$ cat src/rtl/egress_drain_arbiter.sv
// Round-robin drain of four switch egress ports into one framed byte stream.
// A 2-entry skid buffer with a bypass path hides the switch's 1-cycle read latency.
module egress_drain_arbiter #(
   parameter int DATA_W      = 8,
   parameter int TIMEOUT_CYC = 64
) (
   input  logic              clk,
   input  logic              reset,
   input  logic              ready_0,
   input  logic              ready_1,
   input  logic              ready_2,
   input  logic              ready_3,
   input  logic [DATA_W-1:0] port0,
   input  logic [DATA_W-1:0] port1,
   input  logic [DATA_W-1:0] port2,
   input  logic [DATA_W-1:0] port3,
   output logic              read_0,
   output logic              read_1,
   output logic              read_2,
   output logic              read_3,
   output logic [DATA_W-1:0] out_data,
   output logic              out_valid,
   input  logic              out_ready,
   output logic              out_sop,
   output logic              out_eop,
   output logic              out_err,
   output logic [1:0]        out_port,
   output logic              busy
);

   // state | meaning
   // IDLE  | no grant; round-robin search over ready ports
   // HDR   | reading bytes 0..2; length not yet known
   // BODY  | reading payload and FCS until every byte is issued
   // DONE  | last byte in flight; drain one cycle
   // ABORT | source stalled too long; push an error eop byte when space exists

   localparam int TW = $clog2(TIMEOUT_CYC + 1);
   localparam int EW = DATA_W + 5;

   typedef enum logic [2:0] {S_IDLE, S_HDR, S_BODY, S_DONE, S_ABORT} state_t;
   state_t state_q, state_d;

   logic [1:0]        ptr_q, gnt_q, arb_port, cand;
   logic              arb_hit;
   logic [3:0]        ready_v;
   logic              ready_g;
   logic [DATA_W-1:0] port_g;
   logic [8:0]        issued_q, rx_idx_q, total;
   logic [7:0]        len_q;
   logic              len_known_q, inflight_q;
   logic              owed, rd, rd_state, tmo_inc, tmo_hit, abort_push;
   logic [TW-1:0]     tmo_q;

   logic [EW-1:0]     mem_q [2];
   logic [EW-1:0]     src_ent, head;
   logic              rd_ptr_q, wr_ptr_q;
   logic [1:0]        count_q;
   logic              src_valid, src_sop, src_eop, src_err;
   logic [DATA_W-1:0] src_data;
   logic              buf_has, out_valid_i, pop, buf_pop, push;

   assign ready_v = {ready_3, ready_2, ready_1, ready_0};
   assign ready_g = ready_v[gnt_q];

   always_comb begin
      port_g = port0;
      case (gnt_q)
         2'd1:    port_g = port1;
         2'd2:    port_g = port2;
         2'd3:    port_g = port3;
         default: port_g = port0;
      endcase
   end

   always_comb begin
      arb_hit  = 1'b0;
      arb_port = ptr_q;
      cand     = ptr_q;
      for (int i = 1; i <= 4; i++) begin
         cand = ptr_q + 2'(i);
         if (!arb_hit && ready_v[cand]) begin
            arb_hit  = 1'b1;
            arb_port = cand;
         end
      end
   end

   // Until byte 2 lands the packet could be as short as 4 bytes, so cap at 3 reads.
   assign total    = {1'b0, len_q} + 9'd4;
   assign owed     = len_known_q ? (issued_q < total) : (issued_q < 9'd3);
   assign rd_state = (state_q == S_HDR) || (state_q == S_BODY);
   assign rd       = rd_state && ready_g && ((count_q + {1'b0, inflight_q}) < 2'd2) && owed;

   assign read_0 = rd && (gnt_q == 2'd0);
   assign read_1 = rd && (gnt_q == 2'd1);
   assign read_2 = rd && (gnt_q == 2'd2);
   assign read_3 = rd && (gnt_q == 2'd3);

   assign tmo_inc    = rd_state && !ready_g && owed;
   assign tmo_hit    = tmo_inc && (tmo_q == TW'(TIMEOUT_CYC - 1));
   assign abort_push = (state_q == S_ABORT) && !inflight_q && (count_q != 2'd2);

   assign src_valid = inflight_q || abort_push;
   assign src_sop   = (rx_idx_q == 9'd0);
   assign src_eop   = abort_push || (len_known_q && (rx_idx_q == total - 9'd1));
   assign src_err   = abort_push;
   assign src_data  = abort_push ? '0 : port_g;
   assign src_ent   = {gnt_q, src_err, src_eop, src_sop, src_data};

   // An arriving byte bypasses the buffer only when it is empty.
   assign buf_has     = (count_q != 2'd0);
   assign out_valid_i = buf_has || src_valid;
   assign head        = buf_has ? mem_q[rd_ptr_q] : src_ent;
   assign pop         = out_valid_i && out_ready;
   assign buf_pop     = pop && buf_has;
   assign push        = src_valid && !(pop && !buf_has);

   assign out_valid = out_valid_i;
   assign {out_port, out_err, out_eop, out_sop, out_data} = out_valid_i ? head : '0;
   assign busy = (state_q != S_IDLE);

   always_ff @(posedge clk or negedge reset) begin
      if (!reset) state_q <= S_IDLE;
      else        state_q <= state_d;
   end

   always_comb begin
      state_d = state_q;
      case (state_q)
         S_IDLE:  if (arb_hit) state_d = S_HDR;
         S_HDR: begin
            if (tmo_hit)                                state_d = S_ABORT;
            else if (inflight_q && rx_idx_q == 9'd2)    state_d = S_BODY;
         end
         S_BODY: begin
            if (tmo_hit)                                state_d = S_ABORT;
            else if (rd && (issued_q + 9'd1 == total))  state_d = S_DONE;
         end
         S_DONE:  state_d = S_IDLE;
         S_ABORT: if (abort_push) state_d = S_IDLE;
         default: state_d = S_IDLE;
      endcase
   end

   always_ff @(posedge clk or negedge reset) begin
      if (!reset) begin
         ptr_q       <= 2'd3;
         gnt_q       <= 2'd0;
         issued_q    <= '0;
         rx_idx_q    <= '0;
         len_q       <= '0;
         len_known_q <= 1'b0;
         inflight_q  <= 1'b0;
         tmo_q       <= '0;
      end else begin
         inflight_q <= rd;
         if (state_q == S_IDLE && arb_hit) begin
            gnt_q       <= arb_port;
            ptr_q       <= arb_port;
            issued_q    <= '0;
            rx_idx_q    <= '0;
            len_q       <= '0;
            len_known_q <= 1'b0;
            tmo_q       <= '0;
         end else begin
            if (rd) issued_q <= issued_q + 9'd1;
            if (inflight_q) begin
               rx_idx_q <= rx_idx_q + 9'd1;
               if (rx_idx_q == 9'd2) begin
                  len_q       <= port_g[7:0];
                  len_known_q <= 1'b1;
               end
            end
            if (rd)           tmo_q <= '0;
            else if (tmo_inc) tmo_q <= tmo_q + TW'(1);
         end
      end
   end

   always_ff @(posedge clk or negedge reset) begin
      if (!reset) begin
         mem_q[0] <= '0;
         mem_q[1] <= '0;
         rd_ptr_q <= 1'b0;
         wr_ptr_q <= 1'b0;
         count_q  <= 2'd0;
      end else begin
         if (push) begin
            mem_q[wr_ptr_q] <= src_ent;
            wr_ptr_q        <= ~wr_ptr_q;
         end
         if (buf_pop) rd_ptr_q <= ~rd_ptr_q;
         count_q <= count_q + {1'b0, push} - {1'b0, buf_pop};
      end
   end

endmodule

$ cat config.mk
export PLATFORM = sky130hd
export DESIGN_NAME = egress_drain_arbiter
export DESIGN_NICKNAME = d
export VERILOG_FILES = /design/src/rtl/egress_drain_arbiter.sv
export SDC_FILE = /design/constraint.sdc
export NUM_CORES = 1
export LEC_CHECK = 0
export BUFFER_PORTS_ARGS = -buffer_cell sky130_fd_sc_hd__clkbuf_2
export CELL_PAD_IN_SITES_DETAIL_PLACEMENT = 0
export CELL_PAD_IN_SITES_GLOBAL_PLACEMENT = 1
export CORE_MARGIN = 2
export CORE_UTILIZATION = 44
export CTS_BUF_LIST = sky130_fd_sc_hd__clkbuf_16
export DETAILED_ROUTE_END_ITERATION = 6
export GPL_TIMING_DRIVEN = 0
export PLACE_DENSITY_LB_ADDON = 0.3
export SKIP_CTS_REPAIR_TIMING = 1
export SYNTH_ARGS = -nofsm -noshare
export SYNTH_HDL_FRONTEND = slang
export SYNTH_SLANG_ARGS = --single-unit
$ cat constraint.sdc
create_clock -name clk -period 4.69 [get_ports clk]
set_input_delay 0.938 -clock clk [delete_from_list [all_inputs] [get_ports clk]]
set_output_delay 0.938 -clock clk [all_outputs]
set_load 0.1 [all_outputs]
Word-level counts from Yosys, hierarchy flattened:

Cells that the tools add are included.

* logic and storage cells: 150
* output and inout bits: 19
* bits in registers: 72
* input bits: 39

* reduce and logical (&&, ||, !) cells: 46
* $add $sub $neg: 11
* multiplexer cells: 49
* equality and inequality tests: 15
* bitwise operators: 4
* magnitude comparators: 11

Operators with widths (number)
* $mux W13: 6
* $mux W9: 4
* $mux W8: 4
* $bwmux W26: 1
* $logic_and A1 B1 Y1: 24
* $pmux W8 S3: 1
* $mux W7: 3
* $add A9 B1 Y9 const B: 2
* $eq A9 B9 Y1: 2
* $mux W3: 6
* $lt A2 B3 Y1 const B: 5
* $demux W13 S1: 1
* $mux W1: 13
* $pmux W3 S4: 1
* $bmux W1 S2: 5
* $add A8 B3 Y9 const B: 1
* $eq A9 B2 Y1 const B: 1
* $logic_not A9 Y1: 1
* $lt A9 B2 Y1 const B: 1
* $lt A9 B9 Y1: 1
* $sub A9 B1 Y9 const B: 1
* $mux W2: 4
* $reduce_bool A2 Y1: 4
* $add A7 B1 Y7 const B: 1
* 24 further kinds: 43

Depth between registers and ports, before layout:

Gate-level depths: netlist (run 1).

* depth in word-level cells: 16
* depth in mapped cells: 13

Least setup slack after synthesis (run 1):

OpenSTA, ideal clock, no wires.

* kind: reg2out
* from: reg len_q[3]
* to: out read_2
* arrival: 4.564 ns
* path slack: -0.812 ns
* data required time: 3.752 ns
* cell stages (with the launch flop): 12
* path buffers: 2
* cell sequence: dfrtp_1 -> ha_1 -> clkbuf_1 -> nand2_1 -> or2_2 -> clkbuf_1 -> ha_1 -> a21boi_1 -> a221oi_1 -> a31o_2 -> nand2_2 -> nor3b_1

* cells in the longest elaborated chain, start to end: 5

Ends and longest elaborated chain
* from (decl): RTL line 50 `logic [7:0] len_q;`
* from (signal assigned): RTL line 171 `len_q <= port_g[7:0];`
* $add A8 B3 Y9: RTL line 90 `assign total = {1'b0, len_q} + 9'd4;`
* $lt A9 B9 Y1: RTL line 91 `assign owed = len_known_q ? (issued_q < total) : (issued_q < 9'd3);`
* $mux W1: RTL line 91
* $logic_and A1 B1 Y1: RTL line 93 `assign rd = rd_state && ready_g && ((count_q + {1'b0, inflight_q}) < 2'd2) && owed;`
* $logic_and A1 B1 Y1: RTL line 97 `assign read_2 = rd && (gnt_q == 2'd2);`
* to (decl): RTL line 19 `output logic read_2,`

No other way between the ends.

Final worst setup path (run 1):

Same ends and word-level chain as after synthesis.

==> flow_metrics.tcl, run 1 <==
set metrics [dict create \
    status "finished, final reports clean" \
    powerDensity_mw_per_mm2 724 \
    dieArea_mm2 0.0119 \
    antenna_found_initial 0 \
    fin_cells 749 \
    worst-endpoint-arrival_ns 3.54 \
    die_h_um 109 \
    drt-initial-drc-count 190 \
    rows 38 \
    reg2reg_depth 12 \
    syn_area_mm2 0.00485 \
    min_path_type "flop to flop" \
    finalCritPeriodShare_pct 95.4 \
    synthDistinctLibCells 67 \
    yosysWarnings 0 \
    drive_above_1_share_pct 19.9 \
    clkSinkCount 72 \
    syn_to_final_growth_pct 17.3 \
    path_max_fanout 10 \
    min_to "mem_q[19]$_DFFE_PN0P_" \
    max_freq_mhz 223 \
    synth.area.top_cells "dfrtp_1 (36%), nand2_1 (5.1%), mux2i_1 (5.0%), o21ai_0 (4.6%), xnor2_1 (4.3%)" \
    syn_nets 588 \
    critPathKind "flop to output pin" \
    synth.ff_latch_count 72 \
    syn_area_per_cell_um2 9.06 \
    initial_core_util_pct 44.9 \
    final_nets 657 \
    diodes 0 \
    grt_pass1_vias 4132 \
    slew_violations 0 \
    drc 0 \
    crit_chain "ha_1, clkbuf_2, nand2_1, or2_2, clkbuf_1, ha_1, a21boi_1, a221oi_2, a31o_2, nand2_2, nor3b_2, clkbuf_2" \
    setup_viol 0 \
    hpwlAfterDp_um 9430 \
    htree_levels 3 \
    cts_tree "yes" \
    synth_common_cells "dfrtp_1 (70), nand2_1 (66), o21ai_0 (45)" \
    synthArstFlopShare_pct 100 \
    yosysTopAreaCell "dfrtp_1" \
    crit_slowest_cell "clkbuf_2" \
    routedWlPerCell_um 16.7 \
    leakage_nw 2.55 \
    insertion_delay_ns 0.34 \
    fillCellCount 1003 \
    die_x_um 109 \
    overflow 0 \
    hold_viol 0 \
    dp.cells 733 \
    final_area_mm2 0.00569 \
    netlist_instances 535 \
    critPathLaunch "len_q[3]$_DFFE_PN0P_" \
    period_needed_ns 4.48 \
    critPathLaunchType "flop" \
    setup_ws_ns 0.215 \
    synth_top_area_share_pct 36.1 \
    timing.rr.end "issued_q[6]$_DFFE_PN0P_" \
    dp_slack_ns 0.217 \
    skew_ns 0.0102 \
    rrSetupSlack_ns 1.31 \
    worstReg2RegStart "len_q[3]$_DFFE_PN0P_" \
    grt_usage_pct 22.8 \
    seq_area_frac_synth_pct 37.2 \
    slowest_delay_ns 0.47 \
    clock_path_buffers 2 \
    power.total_w 0.00412 \
    peakVddDrop_mv 0.564 \
    rsz0062_at_grt "no" \
    place_area_mm2 0.00536 \
    yosysMostFrequentCell "dfrtp_1" \
    io_buffer_count 57 \
    worstHoldStart "mem_q[19]$_DFFE_PN0P_" \
    numCtsBuffers 9 \
    core_mm2 0.0108 \
    drtAntennaViolNets 0 \
    clkTransAtPathRegs_ns 0.06 \
    first_pass_iters 4 \
    grt_max_degree 54 \
    timing.critical_path.to_type "output pin" \
    grt_pass1_wl_um 20900 \
    hold_path_depth 2 \
    cp.required_ns 3.75 \
    worst_pin_slew_ns 0.818 \
    io_pins 58 \
    cts_root_buffer "clkbuf_16" \
    gp_congestion 0.837 \
    ys.flop_type "dfrtp_1" \
    maxSlewHeadroom_pct 45.1 \
    wl_um 12500 \
    vias 4247 \
    synth_edf_count 0 \
    detail_route.vias_per_cell 5.67 \
    maxCapViolCount 0 \
]
==> power by group <==
group          internal (W)  switching, W
clock network      0.000466      0.000275
registers          0.000822      0.000163
logic              0.000725       0.00167
total               0.00201       0.00210
==> sequential cells by signal (all words and copies together) (netlist names) <==
name,flops
issued_q,9
state_q,3
rd_ptr_q,1
count_q,2
tmo_q,7
ptr_q,2
len_q,8
gnt_q,2
inflight_q,1
mem_q,26
len_known_q,1
rx_idx_q,9
wr_ptr_q,1
==> metal layers <==
metal | up-vias | GRT usage (%) | routed length (um)
li1 | 2061 | - | -
met1 | 2096 | 31.6 | 5860
met2 | 78 | 36.8 | 6070
met3 | 12 | 4.12 | 397
met4 | 0 | 5.77 | 149
met5 | - | 0 | 0
==> final cells by class <==
cell class / count / area (um^2) / area share (%)
sequential: 72 / 1800 / 31.7
multi-input combinational: 406 / 2820 / 49.6
inverter: 18 / 67.6 / 1.19
clock inverter: 7 / 96.3 / 1.69
timing repair buffer: 58 / 318 / 5.59
buffer: 39 / 180 / 3.17
clock buffer: 9 / 225 / 3.96
tap: 140 / 175 / 3.08
==> logic make-up (layout without fill, tap and decap cells) <==
group,count (synthesis),in the layout,share of synthesized area [%]
muxes,40,40,10.8
DFF,72,72,37.2
AOI/OAI and AO/OA,116,116,15.5
and+or+nand+nor,195,195,20.0
adders and majority gates,14,14,3.61
xor gates and xnor gates,41,41,7.79
buffers and inverters,57,131,5.08
==> how the worst max path moves through the flow <==
| stage | endpoint | slack [ns] | depth (start not counted) |
|---|---|---|---|
| 6_report | read_2 | 0.21 | 12 |
| 5_1_grt | read_3 | 0.03 | 13 |
| 4_1_cts | read_3 | -0.16 | 13 |
| 3_5_place_dp | read_3 | 0.22 | 13 |
| 3_3_place_gp | read_3 | 0.21 | 13 |
| 2_1_floorplan | read_2 | 0.16 | 11 |
==> metrics by stage <==
step / setup TNS, ns / hold WS, ns / utilization, %
floorplan: 0 / 0.449 / -
CTS: -0.163 / 0.484 / 52.6
global route: 0 / 0.511 / 52.7
finish: 0 / 0.483 / 52.7
detailed placement: 0 / 0.471 / 49.6
global placement: 0 / 0.461 / 49.3
==> layout by cell type, fill, tap and decap left out, drive strengths merged, types with 3 or more instances in the layout <==
| master | instances |
|---|---|
| nand2b | 3 |
| or2 | 5 |
| ha | 14 |
| nand2 | 67 |
| and3 | 10 |
| a221o | 8 |
| mux2 | 7 |
| mux4 | 9 |
| nor2b | 5 |
| a21oi | 17 |
| a211oi | 3 |
| nor3b | 4 |
| o211ai | 6 |
| nand3 | 13 |
| xnor2 | 25 |
| nor4 | 6 |
| a21o | 4 |
| xor2 | 16 |
| nand4 | 12 |
| buf | 9 |
| or4 | 7 |
| o31ai | 4 |
| o21ai | 48 |
| dfrtp | 70 |
| o21a | 4 |
| mux2i | 24 |
| inv | 20 |
| or3 | 6 |
| nor3 | 12 |
| nor2 | 39 |
| clkbuf | 97 |
==> worst max-delay path, delay by kind of cell (launching register included) <==
kind                       cells  cell delay, ns
and+or+nand+nor                4            0.65
DFF                            1            0.46
adders and majority gates      2            0.53
AOI/OAI and AO/OA              3            0.69
buffers and inverters          3            0.86
(Power assumes the default switching activity.)
==> inputs of run 2 (changes only) <==
--- a/config.mk
+++ b/config.mk
@@ -14,6 +14,7 @@
 export DETAILED_ROUTE_END_ITERATION = 6
 export GPL_TIMING_DRIVEN = 0
 export PLACE_DENSITY_LB_ADDON = 0.3
+export REMOVE_ABC_BUFFERS = 1
 export SKIP_CTS_REPAIR_TIMING = 1
 export SYNTH_ARGS = -nofsm -noshare
 export SYNTH_HDL_FRONTEND = slang
==> run 2 against run 1 <==
Net effect: global-route usage is 1.7 points lower; first-iteration DRC count is 10% higher; flip-flop and latch count stayed put; largest cell class unchanged; highest routed layer unchanged.
==> flow_metrics.tcl, run 2 (synthesis gave the netlist of run 1 again) <==
set metrics [dict create \
    status "finished, final reports clean" \
    setup_viol 0 \
    worst-endpoint-arrival_ns 3.44 \
    max_freq_mhz 228 \
    cts_tree "yes" \
    final_util_pct 51.2 \
    fin_cells 714 \
    fillCellCount 1009 \
    wl_um 11700 \
    drtAntennaViolNets 0 \
    tns_ns 0 \
    rsz0062_at_grt "no" \
    power_frac_comb_pct 53.4 \
    intPower_w 0.00198 \
    slew_violations 0 \
    regMostFlops "mem_q" \
    worst-path-buf-inv 2 \
    drc 0 \
    drive_above_1_share_pct 20.7 \
    grt_pass1_wl_um 19300 \
    vias 4075 \
    grt_pass1_vias 3909 \
    detail_route.vias_per_cell 5.71 \
    cp.required_ns 3.75 \
    multi_input_area_mm2 0.00281 \
    path_delay_family "compound AO/OA/AOI/OAI gates" \
    crit_slowest_cell "dfrtp_2" \
    dieArea_mm2 0.0119 \
    worst_pin_slew_ns 0.904 \
    min_path_type "flop to flop" \
    final_cell_mix "nand2_1 (66), dfrtp_1 (66), clkbuf_2 (55)" \
    clkSinkCount 72 \
    timing.critical_path.to_type "output pin" \
    dp.cells 697 \
    finalCritPeriodShare_pct 93.3 \
    clkTransAtPathRegs_ns 0.06 \
    leakage_nw 2.48 \
    io_pins 58 \
    rows 38 \
    seqPwrFrac_pct 28.6 \
    diodes 0 \
    first_pass_iters 4 \
    die_x_um 109 \
    htree_levels 3 \
    grt_max_degree 43 \
    maxSlewHeadroom_pct 39.5 \
    io_buffer_count 57 \
    die_h_um 109 \
    period_needed_ns 4.38 \
    insertion_delay_ns 0.34 \
    grt_usage_pct 21.1 \
    skew_ns 0.00592 \
    critPathKind "flop to output pin" \
    layout.area.seq_mm2 0.00181 \
    numCtsBuffers 9 \
    hpwlAfterDp_um 8510 \
    routedWlPerCell_um 16.4 \
    p_switching_w 0.00204 \
    antenna_found_initial 0 \
    path_max_fanout 12 \
    hold_viol 0 \
    power.total_w 0.00402 \
    maxCapViolCount 0 \
    slowest_delay_ns 0.51 \
    p_sw_share_pct 50.7 \
    syn_to_final_growth_pct 13.9 \
    core_mm2 0.0108 \
    final_nets 622 \
    gp_congestion 0.826 \
    clkPwrFrac_pct 18.0 \
    top_regs "mem_q x26, issued_q x9, rx_idx_q x9" \
    powerDensity_mw_per_mm2 727 \
    peakVddDrop_mv 0.511 \
    largest_reg_flops 26 \
    crit_chain "ha_2, nand2_1, or2_2, ha_1, a21boi_1, a221oi_2, a31o_2, nand2_2, inv_2, and3_1, clkbuf_4" \
    drt-initial-drc-count 209 \
    critPathLaunchType "flop" \
    overflow 0 \
    initial_core_util_pct 44.9 \
    cts_root_buffer "clkbuf_16" \
    clock_path_buffers 2 \
]
-- run 2: metal layers --
| metal | wire length, um | GRT usage, % | up-vias |
|---|---|---|---|
| met5 | 0 | 0 | - |
| met4 | 215 | 8.42 | 0 |
| met3 | 550 | 4.36 | 14 |
| met2 | 5560 | 32.4 | 85 |
| met1 | 5420 | 29.0 | 1997 |
| li1 | - | - | 1979 |
-- run 2: per-stage QoR --
step	area, um^2	hold slack (ns)	setup WS [ns]
after floorplan	4670	0.449	-0.735
after global placement	5130	0.461	0.280
final	5530	0.479	0.313
after global routing	5530	0.498	0.103
after detailed placement	5190	0.470	0.222
after CTS	5500	0.481	-0.164
-- run 2: power groups by stage --
stage                     registers (W)  logic [W]  clock network (W)
after floorplan                 0.00105    0.00171                  0
after global placement          0.00114    0.00205                  0
after detailed placement        0.00116    0.00212                  0
after CTS                       0.00115    0.00213           0.000741
after global routing            0.00119    0.00233           0.000769
final                           0.00115    0.00214           0.000724
-- run 2: cell type report --
class | instances | area share (%)
clock buffer | 9 | 4.08
timing repair buffer | 62 | 6.30
tap | 140 | 3.17
sequential | 72 | 32.7
clock inverter | 7 | 1.56
multi-input combinational | 406 | 50.9
inverter | 18 | 1.22
-- run 2: worst paths after layout --
path	start	end	slack [ns]	cells past startpoint
max in group asynchronous	reset	ptr_q[0]$_DFFE_PN1P_	3.49	2
min in group asynchronous	reset	rx_idx_q[7]$_DFFE_PN0P_	0.58	1
hold reg to reg	mem_q[8]$_DFFE_PN0P_	mem_q[8]$_DFFE_PN0P_	0.48	2
hold / removal	mem_q[8]$_DFFE_PN0P_	mem_q[8]$_DFFE_PN0P_	0.48	2
setup / recovery	len_q[2]$_DFFE_PN0P_	read_3	0.31	11
setup reg to reg	len_q[2]$_DFFE_PN0P_	tmo_q[4]$_DFFE_PN0P_	1.56	10
-- run 2: tightest hold or removal path, stage by stage (launching register included) --
cell and delay (ns):
dfrtp_1 0.34, nand2_1 0.04, o21ai_0 0.06
